## src/rtl/neuron.sv

```systemverilog
// Trainable N-input neuron: sequential weighted sum, Heaviside or clamped-ReLU
// activation, and an on-chip gradient step with saturating Q8.8 weights.
module neuron #(
    parameter int N    = 4,
    parameter int RATE = 4,
    parameter int ACT  = 0
) (
    input  logic            clk,
    input  logic            rst,
    input  logic            en,
    input  logic            arg_stb,
    input  logic [N*8-1:0]  arg_dat,
    output logic            arg_rdy,
    output logic            res_stb,
    output logic [7:0]      res_dat,
    input  logic            res_rdy,
    input  logic            err_stb,
    input  logic [15:0]     err_dat,
    output logic            err_rdy,
    output logic            fbk_stb,
    output logic [N*16-1:0] fbk_dat,
    input  logic            fbk_rdy
);
    localparam int IW = $clog2(N + 1);
    localparam int AW = 24 + IW;

    typedef enum logic [2:0] {IDLE, MAC, RESULT, ERROR, UPDATE, FEEDBACK} state_t;

    state_t               state_q;
    logic [IW-1:0]        idx_q;
    logic [7:0]           x_q   [N];
    logic signed [15:0]   w_q   [N];
    logic signed [15:0]   fbk_q [N];
    logic signed [15:0]   b_q;
    logic signed [15:0]   e_q;
    logic signed [AW-1:0] acc_q;
    logic [7:0]           res_q;
    logic                 arg_rdy_q;
    logic                 res_stb_q;
    logic                 err_rdy_q;
    logic                 fbk_stb_q;

    logic [7:0]           x_sel;
    logic signed [15:0]   w_sel;
    logic signed [24:0]   prod_xw;
    logic signed [24:0]   prod_ex;
    logic signed [24:0]   delta;
    logic signed [31:0]   prod_ew;
    logic signed [AW-1:0] acc_d;
    logic signed [15:0]   w_d;
    logic signed [15:0]   b_d;
    logic signed [15:0]   fbk_d;

    function automatic logic signed [15:0] sat16(input logic signed [25:0] v);
        if (v > 26'sd32767)       return 16'sh7FFF;
        else if (v < -26'sd32768) return 16'sh8000;
        else                      return v[15:0];
    endfunction

    function automatic logic [7:0] activate(input logic signed [AW-1:0] a);
        logic signed [AW-1:0] s;
        s = a >>> 8;
        if (ACT == 0)          return a[AW-1] ? 8'h00 : 8'hFF;
        else if (s[AW-1])      return 8'h00;
        else if (s > AW'(255)) return 8'hFF;
        else                   return s[7:0];
    endfunction

    // One shared x/w lane selected by idx_q serves both the MAC and the update walk.
    always_comb begin
        x_sel = 8'h00;
        w_sel = 16'sh0000;
        for (int i = 0; i < N; i++) begin
            if (idx_q == IW'(i)) begin
                x_sel = x_q[i];
                w_sel = w_q[i];
            end
        end
        prod_xw = 25'($signed({1'b0, x_sel})) * 25'(w_sel);
        prod_ex = 25'(e_q) * 25'($signed({1'b0, x_sel}));
        delta   = prod_ex >>> (8 + RATE);
        prod_ew = 32'(e_q) * 32'(w_sel);
        acc_d   = acc_q + AW'(prod_xw);
        w_d     = sat16(26'(w_sel) + 26'(delta));
        b_d     = sat16(26'(b_q) + 26'(e_q >>> RATE));
        fbk_d   = 16'(prod_ew >>> 8);
    end

    always_ff @(posedge clk) begin
        if (rst) begin
            state_q   <= IDLE;
            idx_q     <= '0;
            acc_q     <= '0;
            b_q       <= '0;
            e_q       <= '0;
            res_q     <= '0;
            arg_rdy_q <= 1'b0;
            res_stb_q <= 1'b0;
            err_rdy_q <= 1'b0;
            fbk_stb_q <= 1'b0;
            for (int i = 0; i < N; i++) begin
                x_q[i]   <= '0;
                w_q[i]   <= '0;
                fbk_q[i] <= '0;
            end
        end else begin
            case (state_q)
                IDLE: begin
                    arg_rdy_q <= 1'b1;
                    if (arg_stb && arg_rdy_q) begin
                        arg_rdy_q <= 1'b0;
                        for (int i = 0; i < N; i++) x_q[i] <= arg_dat[i*8 +: 8];
                        acc_q   <= {{IW{b_q[15]}}, b_q, 8'h00};
                        idx_q   <= '0;
                        state_q <= MAC;
                    end
                end
                // Indices 0..N-1 accumulate; index N registers the activation.
                MAC: begin
                    if (idx_q == IW'(N)) begin
                        res_q     <= activate(acc_q);
                        res_stb_q <= 1'b1;
                        state_q   <= RESULT;
                    end else begin
                        acc_q <= acc_d;
                        idx_q <= idx_q + IW'(1);
                    end
                end
                RESULT: begin
                    if (res_rdy) begin
                        res_stb_q <= 1'b0;
                        if (en) begin
                            err_rdy_q <= 1'b1;
                            state_q   <= ERROR;
                        end else begin
                            arg_rdy_q <= 1'b1;
                            state_q   <= IDLE;
                        end
                    end
                end
                ERROR: begin
                    if (err_stb) begin
                        err_rdy_q <= 1'b0;
                        e_q       <= $signed(err_dat);
                        idx_q     <= '0;
                        state_q   <= UPDATE;
                    end
                end
                UPDATE: begin
                    if (idx_q == IW'(N)) begin
                        b_q     <= b_d;
                        state_q <= FEEDBACK;
                    end else begin
                        for (int i = 0; i < N; i++) begin
                            if (idx_q == IW'(i)) begin
                                w_q[i]   <= w_d;
                                fbk_q[i] <= fbk_d;
                            end
                        end
                        idx_q <= idx_q + IW'(1);
                    end
                end
                FEEDBACK: begin
                    if (!fbk_stb_q) begin
                        fbk_stb_q <= 1'b1;
                    end else if (fbk_rdy) begin
                        fbk_stb_q <= 1'b0;
                        arg_rdy_q <= 1'b1;
                        state_q   <= IDLE;
                    end
                end
                default: state_q <= IDLE;
            endcase
        end
    end

    assign arg_rdy = arg_rdy_q;
    assign res_stb = res_stb_q;
    assign res_dat = res_q;
    assign err_rdy = err_rdy_q;
    assign fbk_stb = fbk_stb_q;

    always_comb begin
        fbk_dat = '0;
        for (int i = 0; i < N; i++) fbk_dat[i*16 +: 16] = fbk_q[i];
    end
endmodule

```

## config.mk

```make
export PLATFORM = sky130hd
export DESIGN_NAME = neuron
export DESIGN_NICKNAME = d
export VERILOG_FILES = /design/src/rtl/neuron.sv
export SDC_FILE = /design/constraint.sdc
export NUM_CORES = 2
export LEC_CHECK = 0
export BUFFER_PORTS_ARGS = -buffer_cell sky130_fd_sc_hd__buf_2
export CAP_MARGIN = 20
export CORE_MARGIN = 5
export CORE_UTILIZATION = 30
export DETAILED_ROUTE_END_ITERATION = 10
export GPL_ROUTABILITY_DRIVEN = 0
export GPL_TIMING_DRIVEN = 0
export SLEW_MARGIN = 15
export SYNTH_ARGS = -nofsm -noshare
export SYNTH_HDL_FRONTEND = slang
export SYNTH_SLANG_ARGS = --single-unit
```

## constraint.sdc

```tcl
create_clock -name clk -period 8.8 [get_ports clk]
set_input_delay 1.32 -clock clk [delete_from_list [all_inputs] [get_ports clk]]
set_output_delay 1.32 -clock clk [all_outputs]
set_load 0.01 [all_outputs]
```

== After elaboration in Yosys (flattened, before gate mapping) ==
Memories as Yosys holds them, arrays and structs flattened.
Cells that the tools add are included.
Widths: inputs -> output; s select.

* Bitwise gates (word level): 12
* $add $sub $neg: 4
* Reduce and logical (&&, ||, !) cells: 18
* Equality and inequality tests: 20
* Order comparisons: 4
* Multiplexer cells: 82
* Multipliers: 3

{| class="wikitable"
|+ Operators by type and width
! cell !! number
|-
| $mux 16 || 16
|-
| $mux 8 || 9
|-
| $mux 27 || 2
|-
| $pmux 27 s2 || 1
|-
| $mux 1 || 38
|-
| $gt 17x16->1 const B || 2
|-
| $lt 17x16->1 const B || 2
|-
| $mux 3 || 10
|-
| $add 27x25->27 || 1
|-
| $mul 16x9->25 || 1
|-
| $mul 9x16->25 || 1
|-
| $mul 16x16->24 || 1
|-
| $ne 2x2->1 const B || 11
|-
| $pmux 3 s6 || 1
|-
| $add 16x12->17 || 1
|-
| $add 16x13->17 || 1
|-
| $eq 3x2->1 const B || 4
|-
| $or 1x1->1 || 12
|-
| $eq 3x3->1 const B || 3
|-
| $pmux 3 s3 || 1
|-
| $reduce_and 4->1 || 2
|-
| $reduce_and 7->1 || 1
|-
| $eq 3x1->1 const B || 2
|-
| $logic_not 3->1 || 2
|-
| other kinds (11) || 18
|}

* Flip-flop bits (word level): 77
* Output and inout bits: 76
* Input bits: 55
* Memories kept: 3
* Word-level logic and storage cells: 156
* Memory bits (writable): 160

{| class="wikitable"
|+ Memories
! name !! depth !! bits a word !! read ports !! clocked after memory_dff !! wr ports !! line !! RTL
|-
| fbk_q || 4 || 16 || 4 || 0 || 4 || 33 || <nowiki>logic signed [15:0] fbk_q [N];</nowiki>
|-
| w_q || 4 || 16 || 4 || 0 || 4 || 32 || <nowiki>logic signed [15:0] w_q [N];</nowiki>
|-
| x_q || 4 || 8 || 4 || 0 || 4 || 31 || <nowiki>logic [7:0] x_q [N];</nowiki>
|}

== Longest topological paths before layout ==
* Depth in word-level cells: 11
* Depth in mapped cells: 39
* Depth with buffers taken out: 32

== Least setup slack after synthesis ==
Ideal clock, no wire load.

* Path kind: register to register
* Start point: register idx_q[2]
* End point: memory w_q[1][10], data pin
* Path buffers: 8
* Arrival: 8.396 ns
* Slack: 0.139 ns
* Library setup time: 0.265 ns
* Clock period less this slack: 8.661 ns
* Stages on the path, launching flop included: 36
* Required time: 8.535 ns
* Path through: dfxtp_1 buf_6 inv_1 ha_1 clkbuf_1 buf_2 buf_2 buf_2 buf_1 a22o_1 clkbuf_1 nand2_1 fa_1 inv_1 fa_1 fa_1 inv_1 fa_1 inv_1 ha_1 a21oi_1 o21ai_0 a2111oi_1 nor2_1 xnor2_1 ha_1 fa_1 a21o_1 a21oi_2 o21ai_1 a41o_1 a211oi_2 o31ai_4 o311ai_4 buf_2 a21oi_1

{| class="wikitable"
|+ RTL lines
! item !! line !! RTL
|-
| start, declared || 30 || <nowiki>logic [IW-1:0] idx_q;</nowiki>
|-
| start signal, assigned || 126 || <nowiki>idx_q <= idx_q + IW'(1);</nowiki>
|-
| start signal, assigned || 160 || <nowiki>idx_q <= idx_q + IW'(1);</nowiki>
|-
| end, declared || 32 ||
|}

==> impl_metrics.tcl <==
set metrics [dict create \
    tightest_slew_ps 1100 \
    drtIter0Drc 1738 \
    synth.avg_cell_area_um2 9.33 \
    drtPass1Iterations 7 \
    reg2reg_slack_ps 90 \
    cp_slowest_stage_delay_ps 530 \
    n_fill_cell 9511 \
    synth-edff-count 160 \
    multi_input_area_mm2 0.0199 \
    first_global_vias 22629 \
    leakage_nw 14.8 \
    outcome "complete, no violations" \
    io_pins 131 \
    ant_nets 0 \
    die_area_mm2 0.100 \
    synthTopCellsByCount "inv_1, fa_1, nand2_1" \
    min_to "acc_q[14]" \
    fin_util 0.350 \
    syn2layout_area_growth_pct 15.8 \
    r2r-end "w_q[2][12]" \
    drive_gt1_frac 0.133 \
    hpwl_um 68600 \
    ys_seq_area_frac 0.220 \
    pre_cts_slack_ps -2280 \
    use_met1 0.224 \
    r2r-start "idx_q[1]" \
    ys_ff_latch 230 \
    final_cell_area_mm2 0.0327 \
    port_buffers 130 \
    power_density_mw_per_mm2 136 \
    clk_pin_slew_worst_paths_ps 70 \
    clk_latency_ps 580 \
    synth_warnings 0 \
    dp_cells 4414 \
    cp-start-kind "flip-flop" \
    whs_path_depth 2 \
    clkSinkCount 230 \
    fp.dieW_um 317 \
    setup_violations 0 \
    yosys.area.top_type_share 0.295 \
    worstPathArrival_ps 9020 \
    cts-htree-levels 1 \
    vdd_drop_max_v 0.000144 \
    synth_area_leaders "fa_1, edfxtp_1, ha_1, inv_1, dfxtp_1" \
    synthCells 3025 \
    placed_cell_area_mm2 0.0305 \
    grt_pass1_wl_um 132000 \
    use_met3 0.0267 \
    syn-num-nets 3708 \
    finalPower_mw 4.45 \
    synth_area_mm2 0.0282 \
    fmax_ghz 0.115 \
    antenna_found_initial 9 \
    cts_tree "done" \
    vias 21931 \
    ys_async_sr_fraction 0 \
    fin_ws_ps 90.2 \
    max-clock-path-buffers 3 \
    wl_per_cell_um 19.1 \
    cts_root_buf "clkbuf_16" \
    cts_buffers 25 \
    maxSlewViolCount 0 \
    criticalPathCategory "flip-flop to flip-flop" \
    drc 0 \
    worstRegToRegCells 37 \
    yosys.cell_types.count 96 \
    postRouteWirelength_um 86200 \
    die_h_um 317 \
    top_usage_layer "met2" \
    seq_area_mm2 0.00622 \
    grt_max_degree 34 \
    rsz0062_at_grt "true" \
    core_mm2 0.0933 \
    synthMostInstantiatedCell "inv_1" \
    slowest_stage "fa_1" \
    ctsHoldBuffers 0 \
    whs_ps 488 \
    path_max_fanout 10 \
    grt.overflow.total 0 \
    synth_ff_type "edfxtp_1" \
    finClkSkew_ps 35.2 \
    timing.critical_path.mode_cell "buf_4" \
    worst_hold_startpoint "acc_q[14]" \
    num_rows 112 \
    max_cap_viol_count 0 \
    nNetsFinal 3925 \
    final_cells 4518 \
    finalSetupTns_ps 0 \
    viasPerCell 4.85 \
    period_minus_slack_ps 8710 \
    hold_viol_final 0 \
    synth_top_cell_by_area "fa_1" \
    track_usage 0.170 \
    use_met2 0.293 \
    initial_core_util 0.302 \
    worstHoldPathType "flip-flop to flip-flop" \
    finalCritPeriodShare 0.990 \
    end_kind "flip-flop" \
    relSlewSlack 0.267 \
    cp.required_ps 9110 \
]
## logic make-up (layout without fill, tap and decap cells)
family                     count (synthesis)  count (layout)  synth area share
DFF                                      230             230             0.220
buffers and inverters                    687             921            0.0943
adders and majority gates                643             643             0.395
other                                      0               3                 0
AOI/OAI and AO/OA                        425             427             0.102
xor gates and xnor gates                  92              92            0.0301
muxes                                      5               5           0.00177
and+or+nand+nor                          943             943             0.158
## layout make-up
type                       count  share of cell area
timing repair buffer         190              0.0361
antenna                        3            0.000230
inverter                     545              0.0627
multi-input combinational   2110               0.610
sequential                   230               0.190
clock buffer                  26              0.0192
clock inverter                20             0.00719
buffer                       139              0.0266
timing repair inverter         1            0.000153
tap                         1254              0.0480
## flip-flops by register name (all words and copies together), names as in the netlist
signal	count
fbk_q	64
w_q	64
x_q	32
acc_q	27
b_q	16
e_q	16
idx_q	3
state_q	3
arg_rdy	1
err_rdy	1
fbk_stb	1
res_dat	1
res_stb	1
## worst max-delay path by stage
| stage | start | end | slack [ps] | cells after the start |
|---|---|---|---|---|
| floorplan | idx_q[2] | w_q[1][10] | 140 | 35 |
| global placement | idx_q[2] | w_q[1][12] | -2320 | 37 |
| detailed placement | idx_q[2] | w_q[1][12] | -2280 | 37 |
| CTS | idx_q[1] | w_q[1][4] | 0.6 | 35 |
| global route | idx_q[1] | w_q[2][12] | -100 | 40 |
| finish | idx_q[1] | w_q[2][12] | 90 | 37 |
## power breakdown
group,internal [mW],switching [mW]
Clock,0.645,0.494
Sequential,1.21,0.0342
Combinational,0.796,1.27
Total,2.65,1.80
## critical path, delay by kind of cell, from the launching register on
family,cells,cell delay (ps)
and+or+nand+nor,3,580
buffers and inverters,12,1580
adders and majority gates,7,2860
AOI/OAI and AO/OA,14,2830
xor gates and xnor gates,1,200
DFF,1,370
## layout by cell type (no fill, tap or decap), types with 9 or more instances in the layout
cell,count
buf_12,10
dfxtp_1,67
xor2_1,22
or2_2,13
a221oi_1,13
buf_4,61
nand2_1,315
o21a_1,11
xnor2_1,60
fa_1,415
clkbuf_2,12
edfxtp_1,160
buf_6,18
a21o_1,24
inv_1,535
nand2b_1,9
nor2b_1,47
buf_2,136
a21oi_2,15
and2_1,174
o21ai_0,47
a21oi_1,155
nand3_1,21
maj3_1,10
ha_1,198
clkbuf_16,26
a211oi_1,31
nor2_1,264
nor3_1,42
o211ai_1,11
clkbuf_1,81
## routing by layer
layer  share of wire  vias up
li1                -    10069
met1            0.42    10940
met2            0.47      740
met3           0.068      182
met4           0.039        0
met5               0        -
## timing repair
| action | CTS | global route |
|---|---|---|
| pin swaps | 20 | 47 |
| setup buffers | 28 | 25 |
| endpoints found under the setup margin | 115 | 98 |
| resized for setup | 110 | 118 |
| cloned | 1 | 4 |
Note: power is estimated with default switching activity, not from simulation.
